--- src/rtl/stream_framer_if.sv ---
// stream_framer_if
//   Output stream of the framer towards the DMA input stage.
//
//   Handshake: the master holds t0_valid high whenever a word is presented,
//   and t0_data/t0_last are stable while t0_valid is high. A transfer happens
//   on a rising clk edge where both t0_valid and t0_ready are 1. t0_ready
//   while t0_valid is 0 has no effect.
//
//   Signals:
//     t0_data   master->slave  WIDTH  head word
//     t0_last   master->slave  1      head word closes a frame
//     t0_valid  master->slave  1      a word is presented
//     t0_ready  slave->master  1      consumer accepts the presented word
interface stream_framer_if #(
    parameter int WIDTH = 32
);
    logic [WIDTH-1:0] t0_data;
    logic             t0_last;
    logic             t0_valid;
    logic             t0_ready;

    modport master (
        output t0_data,
        output t0_last,
        output t0_valid,
        input  t0_ready
    );

    modport slave (
        input  t0_data,
        input  t0_last,
        input  t0_valid,
        output t0_ready
    );
endinterface

--- src/rtl/stream_framer.sv ---
// stream_framer
//   Takes a free-running sample stream (no backpressure), buffers it in a
//   DEPTH-word FIFO and tags every len-th accepted word with last so the
//   downstream DMA sees whole frames. Samples arriving while the FIFO is
//   full are dropped and counted.
//
//   Ports:
//     clk, srst_n    clock, asynchronous active-low reset
//     in_data/valid  incoming sample stream, cannot be stalled
//     cfg_enable     level, framing requested
//     cfg_frame_len  words per frame, latched when leaving IDLE
//     stream         output stream (master side of stream_framer_if)
//     drop_clear     pulse, clears drop_cnt and overflow
//     drop_cnt       dropped samples, saturating
//     overflow       sticky drop flag
//     frame_cnt      frames written into the FIFO, wrapping
//     level          FIFO occupancy 0..DEPTH
//     busy           state != IDLE
//     state_dbg      current FSM state (0 IDLE, 1 RUN, 2 STOPPING)
module stream_framer #(
    parameter int WIDTH = 32,
    parameter int DEPTH = 16,
    localparam int AW = $clog2(DEPTH)
) (
    input  logic             clk,
    input  logic             srst_n,
    input  logic [WIDTH-1:0] in_data,
    input  logic             in_valid,
    input  logic             cfg_enable,
    input  logic [31:0]      cfg_frame_len,
    stream_framer_if.master  stream,
    input  logic             drop_clear,
    output logic [15:0]      drop_cnt,
    output logic             overflow,
    output logic [15:0]      frame_cnt,
    output logic [AW:0]      level,
    output logic             busy,
    output logic [1:0]       state_dbg
);

    typedef enum logic [1:0] {
        IDLE     = 2'd0,
        RUN      = 2'd1,
        STOPPING = 2'd2
    } state_t;

    localparam logic [AW:0] FULL_LEVEL = (AW + 1)'(DEPTH);

    state_t           state_q, state_d;
    logic [31:0]      len_q, len_d;
    logic [31:0]      idx_q, idx_d;
    logic [AW-1:0]    wr_ptr_q, rd_ptr_q;
    logic [AW:0]      level_q;
    logic [WIDTH:0]   mem [DEPTH];

    logic             write_en;
    logic             full;
    logic             push;
    logic             pop;
    logic             drop;
    logic             is_last;
    logic             frame_done;

    // Leaving RUN on a frame boundary takes effect in the same cycle, and a
    // sample arriving then is discarded like in IDLE: writing it would open
    // a frame that is never closed.
    always_comb begin
        write_en = 1'b0;
        case (state_q)
            RUN:      write_en = cfg_enable || (idx_q != 32'd0);
            STOPPING: write_en = 1'b1;
            default:  write_en = 1'b0;
        endcase
    end

    // Full uses the registered level, so a same-cycle pop never frees a slot.
    assign full       = (level_q == FULL_LEVEL);
    assign push       = write_en && in_valid && !full;
    assign drop       = write_en && in_valid && full;
    assign is_last    = (idx_q == len_q - 32'd1);
    assign frame_done = push && is_last;
    assign pop        = stream.t0_valid && stream.t0_ready;

    always_comb begin
        state_d = state_q;
        len_d   = len_q;
        idx_d   = idx_q;
        if (push) begin
            idx_d = is_last ? 32'd0 : idx_q + 32'd1;
        end
        case (state_q)
            IDLE: begin
                if (cfg_enable && (cfg_frame_len != 32'd0)) begin
                    state_d = RUN;
                    len_d   = cfg_frame_len;
                    idx_d   = 32'd0;
                end
            end
            RUN: begin
                // A frame completing this cycle counts as being on a boundary.
                if (!cfg_enable) begin
                    state_d = ((idx_q == 32'd0) || frame_done) ? IDLE : STOPPING;
                end
            end
            STOPPING: begin
                if (frame_done) begin
                    state_d = IDLE;
                end
            end
            default: state_d = IDLE;
        endcase
    end

    always_ff @(posedge clk or negedge srst_n) begin
        if (!srst_n) begin
            state_q <= IDLE;
            len_q   <= '0;
            idx_q   <= '0;
        end else begin
            state_q <= state_d;
            len_q   <= len_d;
            idx_q   <= idx_d;
        end
    end

    // FIFO storage carries no reset; reset empties the FIFO via the pointers.
    always_ff @(posedge clk) begin
        if (push) begin
            mem[wr_ptr_q] <= {is_last, in_data};
        end
    end

    always_ff @(posedge clk or negedge srst_n) begin
        if (!srst_n) begin
            wr_ptr_q <= '0;
            rd_ptr_q <= '0;
            level_q  <= '0;
        end else begin
            if (push) wr_ptr_q <= wr_ptr_q + 1'b1;
            if (pop)  rd_ptr_q <= rd_ptr_q + 1'b1;
            case ({push, pop})
                2'b10:   level_q <= level_q + 1'b1;
                2'b01:   level_q <= level_q - 1'b1;
                default: level_q <= level_q;
            endcase
        end
    end

    // A drop in the clearing cycle is kept so the event is never lost.
    always_ff @(posedge clk or negedge srst_n) begin
        if (!srst_n) begin
            drop_cnt  <= '0;
            overflow  <= 1'b0;
            frame_cnt <= '0;
        end else begin
            if (drop_clear) begin
                drop_cnt <= drop ? 16'd1 : 16'd0;
                overflow <= drop;
            end else if (drop) begin
                if (drop_cnt != 16'hFFFF) drop_cnt <= drop_cnt + 16'd1;
                overflow <= 1'b1;
            end
            if (frame_done) frame_cnt <= frame_cnt + 16'd1;
        end
    end

    assign stream.t0_data  = mem[rd_ptr_q][WIDTH-1:0];
    assign stream.t0_last  = mem[rd_ptr_q][WIDTH];
    assign stream.t0_valid = (level_q != '0);

    assign level     = level_q;
    assign busy      = (state_q != IDLE);
    assign state_dbg = state_q;

endmodule

--- src/flat_wrapper.sv ---
// flat-port wrapper written by rule: the top's interface ports become plain ports
module stream_framer_flat 
#(
    parameter int WIDTH = 32,
    parameter int DEPTH = 16,
    localparam int AW = $clog2(DEPTH)
)
  (clk, srst_n, in_data, in_valid, cfg_enable, cfg_frame_len, drop_clear, drop_cnt, overflow, frame_cnt, level, busy, state_dbg, stream_t0_data, stream_t0_last, stream_t0_valid, stream_t0_ready);
  stream_framer_if #(.WIDTH(WIDTH)) stream_i ();
  input  logic clk;
  input  logic srst_n;
  input  logic [WIDTH-1:0] in_data;
  input  logic in_valid;
  input  logic cfg_enable;
  input  logic [31:0] cfg_frame_len;
  input  logic drop_clear;
  output logic [15:0] drop_cnt;
  output logic overflow;
  output logic [15:0] frame_cnt;
  output logic [AW:0] level;
  output logic busy;
  output logic [1:0] state_dbg;
  output wire logic [$bits(stream_i.t0_data)-1:0] stream_t0_data;
  output wire logic [$bits(stream_i.t0_last)-1:0] stream_t0_last;
  output wire logic [$bits(stream_i.t0_valid)-1:0] stream_t0_valid;
  input wire logic [$bits(stream_i.t0_ready)-1:0] stream_t0_ready;
  assign stream_t0_data = stream_i.t0_data;
  assign stream_t0_last = stream_i.t0_last;
  assign stream_t0_valid = stream_i.t0_valid;
  assign stream_i.t0_ready = stream_t0_ready;
  stream_framer #(.WIDTH(WIDTH), .DEPTH(DEPTH)) u_core (.clk(clk), .srst_n(srst_n), .in_data(in_data), .in_valid(in_valid), .cfg_enable(cfg_enable), .cfg_frame_len(cfg_frame_len), .stream(stream_i), .drop_clear(drop_clear), .drop_cnt(drop_cnt), .overflow(overflow), .frame_cnt(frame_cnt), .level(level), .busy(busy), .state_dbg(state_dbg));
endmodule
--- config.mk ---
export PLATFORM = sky130hd
export DESIGN_NAME = stream_framer_flat
export DESIGN_NICKNAME = d
export VERILOG_FILES = /design/src/rtl/stream_framer_if.sv /design/src/rtl/stream_framer.sv /design/src/flat_wrapper.sv
export SDC_FILE = /design/constraint.sdc
export NUM_CORES = 1
export LEC_CHECK = 0
export ABC_AREA = 0
export CORE_MARGIN = 5
export CORE_UTILIZATION = 65
export CTS_CLUSTER_SIZE = 24
export DETAILED_ROUTE_END_ITERATION = 10
export DONT_BUFFER_PORTS = 1
export PLACE_DENSITY = 0.81
export SKIP_CTS_REPAIR_TIMING = 1
export SYNTH_ARGS = -nofsm -noshare
export SYNTH_HDL_FRONTEND = slang
export SYNTH_SLANG_ARGS = --single-unit
export TNS_END_PERCENT = 5
--- constraint.sdc ---
create_clock -name clk -period 6.9 [get_ports clk]
set_input_delay 2.07 -clock clk [delete_from_list [all_inputs] [get_ports clk]]
set_output_delay 2.07 -clock clk [all_outputs]
set_load 0.03 [all_outputs]
Word-level counts from Yosys, hierarchy flattened
Memories as Yosys holds them, arrays and structs flattened.
Index checks and enable logic that the tools add are counted.

storage, ports and cells
  memory bits (writable) = 528
  memories kept = 1
  bits of input ports = 70
  logic and storage cells = 68
  output and inout port bits = 75
  register bits after elaboration = 112

memories
  name        words  width  read ports  clocked after memory_dff  write ports  line                 source
  u_core.mem  16     33     1           0                         1            stream_framer.sv:54  logic [WIDTH:0] mem [DEPTH];

cells by class
  add/sub/neg operators = 8
  mux-type cells = 19
  equality and inequality tests = 10
  reduce and logical (&&, ||, !) cells = 21

operators by type and width
  operator                                              count
  two-way mux 32 bit                                    4
  nonzero test 32 bit                                   2
  two-way mux 16 bit                                    3
  adder 16 x 1 -> 16 bit (second input constant)        2
  adder 32 x 1 -> 32 bit (second input constant)        1
  equality test 32 bit                                  1
  logical NOT 32 bit                                    1
  subtractor 32 x 1 -> 32 bit (second input constant)   1
  != test 16 bit (second input constant)                1
  case mux 5 bit (2 select lines)                       1
  adder 4 x 1 -> 4 bit (second input constant)          2
  two-way mux 2 bit                                     4
  nonzero test 2 bit                                    4
  logical AND 1 bit                                     6
  case mux 2 bit (3 select lines)                       1
  adder 5 x 1 -> 5 bit (second input constant)          1
  equality test 5 bit (second input constant)           1
  two-way mux 1 bit                                     5
  nonzero test 5 bit                                    1
  subtractor 5 x 1 -> 5 bit (second input constant)     1
  equality test 2 x 1 -> 1 bit (second input constant)  2
  equality test 2 bit (second input constant)           2
  != test 2 x 1 -> 1 bit (second input constant)        2
  AND reduction 2 bit                                   2
  other kinds (6)                                       7

Logic depth before layout (Yosys ltp)
  depth in word-level cells = 10
  gate-level depth with buffers = 15
  depth with buffers taken out = 14

Least setup slack after synthesis
Ideal clock, no wire load.

  path type = input-to-reg
  start point = input port in_valid
  end point = memory u_core.mem[0][0] (netlist bit) (enable)
  path buffers = 2
  stages = 7
  data required time = 6.436 ns
  arrival = 5.371 ns
  setup time = 0.464 ns
  slack = 1.064 ns
  cell sequence = nand2_1 > nor3_1 > or2_2 > clkbuf_1 > buf_1 > nand2_1 > nor3_1

between the ends
  cells in the longest elaborated chain, start to end = 4

ends and longest elaborated chain
  element                                  line                  source
  start, declared                          flat_wrapper.sv:13    input logic in_valid;
  logical AND 1 bit (2 in a row)           stream_framer.sv:78   assign push = write_en && in_valid && !full;
  two-way mux 1 bit                        stream_framer.sv:128  if (push) begin
  two-way mux 1 bit (implied by the code)  stream_framer.sv:129  mem[wr_ptr_q] <= {is_last, in_data};
  end, declared                            stream_framer.sv:54

No other way between the ends.

Final worst setup path
  start point = register u_core.rd_ptr_q[1]
  end point = output port stream_t0_data[31]

between the ends
  cells in the longest elaborated chain, start to end = 1

ends and longest elaborated chain
  element                 line                  source
  start, declared         stream_framer.sv:52   logic [AW-1:0] wr_ptr_q, rd_ptr_q;
  start signal, assigned  stream_framer.sv:140  if (pop) rd_ptr_q <= rd_ptr_q + 1'b1;
  memory (16 x 33 bit)    n/a
  end, declared           flat_wrapper.sv:23    output wire logic [$bits(stream_i.t0_data)-1:0] stream_t0_data;

No other way between the ends.

==> results.yml <==
run_status:
  status: "finished, final reports clean"
worst_setup_path:
  path_class: "register to output pin"
  worstPathMaxFanout: 73
  worstPathArrival_ps: 3280
  cp-start-kind: "register"
  endpoint_kind: "output pin"
  cp.required_ps: 4830
clock_tree:
  cts_buffers: 61
  h-tree-depth: 2
  insertion_delay_ps: 640
  cts_buffer_depth: 3
  clkTransAtPathRegs_ps: 60
  cts_tree: "yes"
  cts_root_buffer: "clkbuf_16"
  cts_sinks: 640
synth:
  synth_top_family_by_area: "multiplexers"
  synthCells: 1465
  netlist_top_cells_area: "edfxtp_1 (60%), mux4_2 (14%), dfrtp_1 (11%)"
  synth_xor_area_frac: 0.0346
  yosysWarnings: 0
  syn_area_mm2: 0.0266
  synth_cell_types: 68
  synthAdderAreaFrac: 0.00876
  synth_compound_area_frac: 0.0166
  yosys.area.top_type_share: 0.597
  ys_seq_area_frac: 0.702
  synth_nets: 1553
  yosysTopAreaCell: "edfxtp_1"
  synth-edff-count: 528
  syn-mean-instance-area_um2: 18.1
  ys.flop_type: "edfxtp_1"
  ys_ff_latch: 640
  muxShareOfSynthArea: 0.157
  async_flop_share: 0.175
  synth-simple-area-share: 0.0671
sta:
  finalCriticalPeriod_ps: 5350
  fmax_mhz: 187
  setup_tns_ps: 0
  setup_viol: 0
  skew_ps: 41.2
  rsz0062_at_grt: "false"
  relSlewSlack: 0.195
  fin_crit_sh: 0.775
  report.final.hold_viol_count: 0
  slew_viol_final: 0
  worstMarginPinSlew_ps: 1210
floorplanning:
  core_mm2: 0.0406
  io_pins: 145
  die-area_mm2: 0.0450
  die_x_um: 212
  die_y_um: 212
  initial_core_util: 0.654
  num_rows: 74
routing:
  dr.first_iter.drc_count: 1767
  via_count: 13894
  ant_nets: 0
  routedWlPerCell_um: 28.4
  drc: 0
  first_pass_iters: 5
  vias_per_cell: 6.73
  finalWirelength_mm: 58.6
global_routing:
  grt_use_total: 0.268
  grt_pass1_vias: 14186
  antenna_found_initial: 0
  grt_max_degree: 113
  grt_pass1_wl_mm: 89.2
  overflow: 0
hold_path:
  hold_path_class: "register to register"
cells_and_area:
  drive_above_1_share: 0.228
  design_area_mm2: 0.0294
  layout.nets: 1569
  num_antenna_cells: 0
  areaGrowthSynthToFinish_pct: 10.5
placement:
  io_buffers: 0
  gp_congestion: 0.861
  dpl_cell_area_mm2: 0.0273
  hpwl_mm: 32.4
power:
  powerDensity_mw_per_mm2: 384
  ir_worst_vdd_uv: 264
  power_uw: 11300
  p_leak_uw: 0.00980
run:
  maxCapViolations: 0
kinds of logic (layout without fill, tap and decap cells):
logic type / Yosys count / in the layout
multiplexers: 205 / 205
buffers and inverters: 98 / 165
adder cells (fa/ha/maj): 18 / 18
XOR/XNOR: 105 / 105
AO/OA/AOI/OAI: 62 / 62
flip-flops: 640 / 640
AND/OR/NAND/NOR: 337 / 337
area by class of cell:
type,count,area [um2]
multi-input cells,727,7650
repair buffers,27,240
clock buffers,75,1630
flip-flops and latches,640,18700
inverters,24,90.1
well taps,532,666
fillers,2312,11300
clock inverters,39,408
layout by cell type, fill, tap and decap left out, types with 7 or more instances in the layout:
master	synthesis	layout
clkinv_1	0	12
and2_1	7	7
or4_1	8	8
a21oi_1	11	11
clkbuf_1	46	10
inv_1	24	24
dfrtp_1	112	108
nor2_4	0	12
mux2_2	35	35
nor2_1	90	78
ha_1	17	17
buf_4	1	24
clkbuf_16	0	62
mux4_2	165	165
and3_1	16	16
nand3_1	38	38
nor4_1	31	31
bufinv_16	0	7
xor2_1	43	43
xnor2_1	62	62
or3_1	8	8
nor3_1	30	26
nand4_1	31	31
clkinv_2	0	12
o21ai_0	12	12
nand2_1	41	41
edfxtp_1	528	528
critical path, cell delays in order, from the launching register on:
cell     delay (ps)
dfrtp_4        1070
buf_12          460
mux4_2          450
mux4_2          610
cell usage after synthesis, types with 2 or more instances:
master,count
edfxtp_1,528
mux4_2,165
dfrtp_1,112
nor2_1,90
xnor2_1,62
clkbuf_1,46
xor2_1,43
nand2_1,41
nand3_1,38
mux2_2,35
nand4_1,31
nor4_1,31
nor3_1,30
inv_1,24
buf_1,23
ha_1,17
and3_1,16
o21ai_0,12
a21oi_1,11
or3_1,8
or4_1,8
and2_1,7
a21o_1,6
and4_1,6
nand2b_1,5
nor4b_1,5
buf_2,4
mux2i_1,4
nor2b_1,4
a211oi_1,3
a31oi_1,3
nand3b_1,3
nor3b_1,3
o211a_1,3
o211ai_1,2
o21a_1,2
o31ai_1,2
or2_2,2
flip-flops by register name, indices dropped and copies added, names as in the netlist:
register	cells
u_core.drop_cnt	16
u_core.mem	528
u_core.overflow	1
u_core.level	5
u_core.len_q	32
u_core.state_dbg	2
u_core.idx_q	32
u_core.frame_cnt	16
u_core.wr_ptr_q	4
u_core.rd_ptr_q	4
where the power goes:
group          internal, uW  switching, uW
sequential             4390            495
clock                  1940           1440
combinational          1400           1590
total                  7740           3520
worst paths after layout:
kind | from | end | slack, ps | cells after the start
worst min register to register | u_core.len_q[31]$_DFFE_PN0P_ | u_core.len_q[31]$_DFFE_PN0P_ | 550 | 1
max in group asynchronous | srst_n | u_core.drop_cnt[9]$_DFFE_PN0P_ | 5580 | 0
worst min-delay path | u_core.len_q[31]$_DFFE_PN0P_ | u_core.len_q[31]$_DFFE_PN0P_ | 550 | 1
worst max-delay path | u_core.rd_ptr_q[1]$_DFFE_PN0P_ | stream_t0_data[31] | 1550 | 3
worst max register to register | u_core.len_q[0]$_DFFE_PN0P_ | u_core.idx_q[8]$_DFF_PN0_ | 1990 | 10
min in group asynchronous | srst_n | u_core.len_q[27]$_DFFE_PN0P_ | 1150 | 0
through the flow:
step                setup WS, ps  cells   util  hold WS [ps]
global route                1470   2064  0.722           564
floorplan                   1060   1465      -           501
finish                      1550   2064  0.722           553
global placement            1940   1950  0.672           514
CTS                         1530   2064  0.722           551
detailed placement          1790   1950  0.672           540
layer usage:
| layer | global-route usage | wire length [um] | vias up |
|---|---|---|---|
| li1 | - | - | 5902 |
| met1 | 0.368 | 21900 | 7133 |
| met2 | 0.439 | 29700 | 760 |
| met3 | 0.0696 | 5550 | 99 |
| met4 | 0.0689 | 1470 | 0 |
| met5 | 0 | 0 | - |
Power figures use the tool's default switching activity.
